**config.mk**
```make
export PLATFORM = sky130hd
export DESIGN_NAME = micro_ondas_ctrl
export DESIGN_NICKNAME = d
export VERILOG_FILES = /design/src/rtl/micro_ondas_ctrl.sv
export SDC_FILE = /design/constraint.sdc
export NUM_CORES = 1
export LEC_CHECK = 0
export CAP_MARGIN = 20
export CORE_MARGIN = 2
export CORE_UTILIZATION = 30
export CTS_BUF_LIST = sky130_fd_sc_hd__clkbuf_8
export CTS_CLUSTER_SIZE = 12
export DETAILED_ROUTE_END_ITERATION = 7
export PLACE_DENSITY = 0.5
export SYNTH_ARGS = -nofsm -noshare
export SYNTH_HDL_FRONTEND = slang
export SYNTH_SLANG_ARGS = --single-unit
```
**constraint.sdc**
```tcl
create_clock -name clock -period 3.2 [get_ports clock]
set_input_delay 0.64 -clock clock [delete_from_list [all_inputs] [get_ports clock]]
set_output_delay 0.64 -clock clock [all_outputs]
set_load 0.01 [all_outputs]
```
**src/rtl/micro_ondas_ctrl.sv**
```systemverilog
// Microwave controller: keypad MM:SS entry, start/stop/clear/door handling, 1 Hz countdown, 7-seg drive.
// Optional build macro LEADING_ZERO_BLANK_EN blanks leading zero minute digits.
module micro_ondas_ctrl #(
    parameter int TICKS_PER_SEC = 100
) (
    input  logic       clock,
    input  logic       reset,
    input  logic [9:0] keypad,
    input  logic       startn,
    input  logic       stopn,
    input  logic       clearn,
    input  logic       door_closed,
    output logic [6:0] sec_ones_segs,
    output logic [6:0] sec_tens_segs,
    output logic [6:0] mins_segs,
    output logic [6:0] mins_tens_segs,
    output logic       mag_on
);

    localparam int PW = (TICKS_PER_SEC > 1) ? $clog2(TICKS_PER_SEC) : 1;
    localparam logic [PW-1:0] PRESC_LAST = PW'(TICKS_PER_SEC - 1);

    typedef enum logic [1:0] {
        IDLE   = 2'd0,
        COOK   = 2'd1,
        PAUSED = 2'd2
    } state_t;

    state_t        state, state_nxt;
    logic [15:0]   tm, tm_nxt, tm_dec;   // {mt, mo, st, so} BCD
    logic [PW-1:0] presc, presc_nxt;
    logic          key_q, startn_q;
    logic          key_any, key_evt, start_evt;
    logic [3:0]    key_val;

    function automatic logic [6:0] seg7(input logic [3:0] d);
        case (d)
            4'd0:    seg7 = 7'h3F;
            4'd1:    seg7 = 7'h06;
            4'd2:    seg7 = 7'h5B;
            4'd3:    seg7 = 7'h4F;
            4'd4:    seg7 = 7'h66;
            4'd5:    seg7 = 7'h6D;
            4'd6:    seg7 = 7'h7D;
            4'd7:    seg7 = 7'h07;
            4'd8:    seg7 = 7'h7F;
            4'd9:    seg7 = 7'h6F;
            default: seg7 = 7'h00;
        endcase
    endfunction

    // Highest set bit wins; an X/Z bit fails the if and so counts as not pressed.
    always_comb begin
        key_val = 4'd0;
        key_any = 1'b0;
        for (int i = 0; i < 10; i++) begin
            if (keypad[i]) begin
                key_val = 4'(i);
                key_any = 1'b1;
            end
        end
    end

    assign key_evt   = key_any & ~key_q;
    assign start_evt = startn_q & ~startn;

    // One-second decrement with BCD borrow chain (st wraps to 5).
    always_comb begin
        tm_dec = tm;
        if (tm[3:0] != 4'd0) begin
            tm_dec[3:0] = tm[3:0] - 4'd1;
        end else begin
            tm_dec[3:0] = 4'd9;
            if (tm[7:4] != 4'd0) begin
                tm_dec[7:4] = tm[7:4] - 4'd1;
            end else begin
                tm_dec[7:4] = 4'd5;
                if (tm[11:8] != 4'd0) begin
                    tm_dec[11:8] = tm[11:8] - 4'd1;
                end else begin
                    tm_dec[11:8]  = 4'd9;
                    tm_dec[15:12] = tm[15:12] - 4'd1;
                end
            end
        end
    end

    always_ff @(posedge clock) begin
        if (reset) begin
            state    <= IDLE;
            tm       <= '0;
            presc    <= '0;
            key_q    <= 1'b0;
            startn_q <= 1'b0;
        end else begin
            state    <= state_nxt;
            tm       <= tm_nxt;
            presc    <= presc_nxt;
            key_q    <= key_any;
            startn_q <= startn;
        end
    end

    always_comb begin
        state_nxt = state;
        tm_nxt    = tm;
        presc_nxt = presc;
        if (!clearn) begin
            state_nxt = IDLE;
            tm_nxt    = '0;
        end else begin
            case (state)
                COOK: begin
                    if (!stopn || !door_closed) begin
                        state_nxt = PAUSED;
                    end else if (presc == PRESC_LAST) begin
                        presc_nxt = '0;
                        tm_nxt    = tm_dec;
                        if (tm_dec == 16'h0000) state_nxt = IDLE;
                    end else begin
                        presc_nxt = presc + 1'b1;
                    end
                end
                default: begin
                    if (start_evt && door_closed && stopn && (tm != 16'h0000)) begin
                        state_nxt = COOK;
                        presc_nxt = '0;
                    end else if (key_evt) begin
                        tm_nxt = {tm[11:0], key_val};
                    end
                end
            endcase
        end
    end

    always_comb begin
        mag_on        = (state == COOK);
        sec_ones_segs = seg7(tm[3:0]);
        sec_tens_segs = seg7(tm[7:4]);
        mins_segs     = seg7(tm[11:8]);
        mins_tens_segs = seg7(tm[15:12]);
`ifdef LEADING_ZERO_BLANK_EN
        if (tm[15:12] == 4'd0) begin
            mins_tens_segs = 7'h00;
            if (tm[11:8] == 4'd0) mins_segs = 7'h00;
        end
`endif
    end

endmodule

```
==> impl_metrics.csv <==
group,metric,value,unit
power_and_ir_drop,total_power_per_unit_cell_area,326,nW/um^2
logic_synthesis,syn-cell-area,3410,sq um
worst_hold_path,worstHoldPathType,"reg2reg",
timing,maximum_operating_frequency,331,MHz
logic_synthesis,synth.yosys.seq_area_share,32.3,%
logic_synthesis,ys_types,73,
routing,post_drt_wl_per_cell,14.2,um
timing,share_of_the_cycle_needed_by_the_critical_path_after_routing,94.3,%
routing,routed-via-count,3253,
grt,global_route.usage.met3,2.84,%
logic_synthesis,synth_async_sr_flop_share,0,%
routing,finalWirelength,9050,um
timing,rsz_0062_raised_after_global_routing,"false",
logic_synthesis,ys.flop_type,"sky130_fd_sc_hd__dfxtp_1",
setup_path,cp_top_family,"compound AO/OA/AOI/OAI gates",
cells_and_area,nNetsFinal,541,
logic_synthesis,syn-num-nets,445,
routing,route.detailed.drc,0,
cells_and_area,stdcell_count,637,
clocking,clk_path_buf_depth,2,
clocking,cts.repair_timing.setup_buffer_count,0,
logic_synthesis,synthCells,400,
power_and_ir_drop,ir_worst_vdd,0.000233,V
die,placementRows,38,
grt,grt_use_total,15.4,%
timing,final_max_slew_viol_count,0,
setup_path,timing.critical_path.slowest_stage_cell,"sky130_fd_sc_hd__clkdlybuf4s50_1",
clocking,cts_tree,"yes",
setup_path,critical_path.startpoint_type,"input port",
routing,drt-pass1-iter-count,4,
grt,grt_util_met1,20.5,%
clocking,cts_buffers,5,
setup_path,critPathCaptureType,"register",
setup_path,critPathMaxStageDelay,440,ps
grt,antenna_found_initial,0,
grt,grt_max_degree,25,
clocking,clk_root_buffer_cell,"sky130_fd_sc_hd__clkbuf_8",
power_and_ir_drop,p_total,1.49,mW
die,floorplan.initialDensity,31.1,%
timing,final_hold_viol_count,0,
logic_synthesis,avgSynthCellArea,8.53,sq um
setup_path,critPathMaxFanout,6,
die,die_height,111,um
flow_run,max_cap_violations,0,
placed_design,cell_total_after_placement,629,
routing,antenna_left,0,
setup_path,worst-setup-path-type,"in2reg",
setup_path,cp_common_cell,"sky130_fd_sc_hd__buf_4",
clocking,clk-insertion-delay-late,320,ps
clocking,cts.reportedPaths.clkPinSlew,110,ps
setup_path,cp_cell_sequence,"clkdlybuf4s50_1, nor4_2, buf_4, a311oi_1, buf_4, o21a_4, o21ai_0, a22oi_1, nor2_1, inv_1, ha_1, mux2_2, a221o_1",
grt,met2_usage,26.0,%
status,outcome,"finished, final reports clean",
timing,timing_worst_slew_pin_value,519,ps
routing,drt-initial-drc-count,123,
clocking,hold_fix_buffer_count_after_cts,0,
clocking,post_cts_resize_count,0,
setup_path,data_arrival_time_of_the_worst_path,3230,ps
die,die_area,12200,sq um
placed_design,place.port_buffers,44,
clocking,cts-htree-levels,2,
clocking,cts_sinks,55,
timing,timing.hold.ws,531,ps
setup_path,critical_path_required,3410,ps
grt,grt_overflow,0,
cells_and_area,antenna_cells_inserted,0,
routing,via_density_per_instance,5.11,
timing,maxSlewHeadroom,64.9,%
grt,grt_pass1_wl,15800,um
cells_and_area,syn2layout_area_growth,33.8,%
power_and_ir_drop,power_leakage,1.92,nW
logic_synthesis,postSynthRegisterBits,55,
setup_path,critical_path.n_buffers_inverters,4,
placed_design,place.gp.congestion,0.854,
die,design.portCount,45,
timing,fin_skew,12.1,ps
placed_design,detailedPlacementHpwl,6850,um
die,die-width,111,um
grt,grt.busiest_layer,"met2",
grt,first_global_vias,3268,
timing,min_period,3020,ps
logic_synthesis,yosysWarnings,0,
logic_synthesis,synth-edff-count,0,
timing,totalNegativeSetupSlack,0,ps
timing,finalSetupViolCount,0,
die,core_outline_area,11000,sq um
cells_and_area,fraction_of_layout_instances_using_a_drive_strength_above_1,19.3,%
-- per-stage QoR --
step | utilization (%) | instance area, sq um | setup slack (ps)
floorplan | - | 3410 | 1.05
global placement | 40.4 | 4430 | -86.6
detailed placement | 40.4 | 4430 | -167
CTS | 41.4 | 4550 | 180
global route | 41.6 | 4570 | 0.919
finish | 41.6 | 4570 | 183
-- synthesized netlist by cell type (3+ instances only) --
| library cell | n | area, sq um |
|---|---|---|
| sky130_fd_sc_hd__nor2b_1 | 3 | 18.8 |
| sky130_fd_sc_hd__a2bb2oi_1 | 3 | 26.3 |
| sky130_fd_sc_hd__nor3_1 | 10 | 50.1 |
| sky130_fd_sc_hd__nand2_1 | 26 | 97.6 |
| sky130_fd_sc_hd__nand4_1 | 6 | 37.5 |
| sky130_fd_sc_hd__a31oi_1 | 7 | 43.8 |
| sky130_fd_sc_hd__mux2i_1 | 7 | 70.1 |
| sky130_fd_sc_hd__a22oi_1 | 4 | 30.0 |
| sky130_fd_sc_hd__and2_1 | 4 | 25.0 |
| sky130_fd_sc_hd__nand2b_1 | 9 | 56.3 |
| sky130_fd_sc_hd__a21oi_1 | 15 | 75.1 |
| sky130_fd_sc_hd__nand3_1 | 14 | 70.1 |
| sky130_fd_sc_hd__o221ai_1 | 4 | 35.0 |
| sky130_fd_sc_hd__clkbuf_1 | 11 | 41.3 |
| sky130_fd_sc_hd__nor2_1 | 41 | 154 |
| sky130_fd_sc_hd__xor2_1 | 6 | 52.6 |
| sky130_fd_sc_hd__dfxtp_1 | 55 | 1100 |
| sky130_fd_sc_hd__nor4_1 | 5 | 31.3 |
| sky130_fd_sc_hd__xnor2_1 | 6 | 52.6 |
| sky130_fd_sc_hd__buf_2 | 6 | 30.0 |
| sky130_fd_sc_hd__mux2_2 | 4 | 45.0 |
| sky130_fd_sc_hd__a211oi_1 | 3 | 22.5 |
| sky130_fd_sc_hd__o21ai_1 | 3 | 15.0 |
| sky130_fd_sc_hd__o31ai_1 | 6 | 45.0 |
| sky130_fd_sc_hd__inv_1 | 26 | 97.6 |
| sky130_fd_sc_hd__ha_1 | 29 | 363 |
| sky130_fd_sc_hd__or4_1 | 3 | 22.5 |
| sky130_fd_sc_hd__o22ai_1 | 12 | 75.1 |
| sky130_fd_sc_hd__o21ai_0 | 13 | 65.1 |
| sky130_fd_sc_hd__o211ai_1 | 5 | 37.5 |
-- sequential cells by signal, indices dropped and copies added, names as in the netlist --
signal / cells
key_q: 1
sec_ones_segs: 7
presc: 7
mins_tens_segs: 7
state: 2
sec_tens_segs: 7
tm: 16
startn_q: 1
mins_segs: 7
-- per-layer routing --
metal,up-vias,routed length [um]
met3,7,409
met2,72,4240
met4,0,81
met1,1529,4320
met5,-,0
li1,1645,-
-- path summary, 6_finish.rpt --
kind / from / to / slack (ps) / cells past startpoint
worst max-delay path: keypad[4] / mins_segs[4]$_DFF_P_ / 180 / 13
worst min-delay path: presc[6]$_SDFFE_PP0P_ / presc[6]$_SDFFE_PP0P_ / 530 / 2
worst max register to register: tm[0]$_SDFFE_PP0N_ / mins_segs[4]$_DFF_P_ / 210 / 12
worst min register to register: presc[6]$_SDFFE_PP0P_ / presc[6]$_SDFFE_PP0P_ / 530 / 2
-- cell usage in the layout, fill, tap and decap left out, drive strengths merged, types with 12 or more instances in the layout --
master	Yosys	layout
a21oi	17	17
buf	7	63
clkdlybuf4s50	0	44
dfxtp	55	55
ha	29	29
inv	28	28
nand2	26	26
nand3	14	14
nor2	42	42
o21ai	18	18
o22ai	12	12
-- final cells by class --
cell class | instances | area [sq um]
repair buffers | 107 | 926
inverters | 28 | 105
well taps | 140 | 175
fillers | 1167 | 6420
clock inverters | 2 | 35.0
clock buffers | 6 | 82.6
multi-input cells | 299 | 2140
flip-flops and latches | 55 | 1100
-- cell families (layout without fill, tap and decap cells) --
logic type               after synthesis  after routing  share of synthesized area, %
AO/OA/AOI/OAI                        105            105                          22.9
XOR/XNOR                              12             12                          3.08
adder cells (fa/ha/maj)               29             29                          10.6
buffers and inverters                 46            143                          5.50
flip-flops                            55             55                          32.3
multiplexers                          11             11                          3.37
AND/OR/NAND/NOR                      142            142                          22.3
-- report_power, final --
| part | switching, mW | internal (mW) |
|---|---|---|
| sequential | 0.00868 | 0.705 |
| combinational | 0.141 | 0.139 |
| clock | 0.239 | 0.254 |
| total | 0.389 | 1.10 |
-- worst register-to-register path: cells and delay by family (launching register included) --
kind	cells	cell delay [ps]
buffers and inverters	2	190
AND/OR/NAND/NOR	4	1050
adder cells (fa/ha/maj)	2	430
flip-flops	1	320
multiplexers	1	270
AO/OA/AOI/OAI	3	630
(Power assumes the default switching activity.)
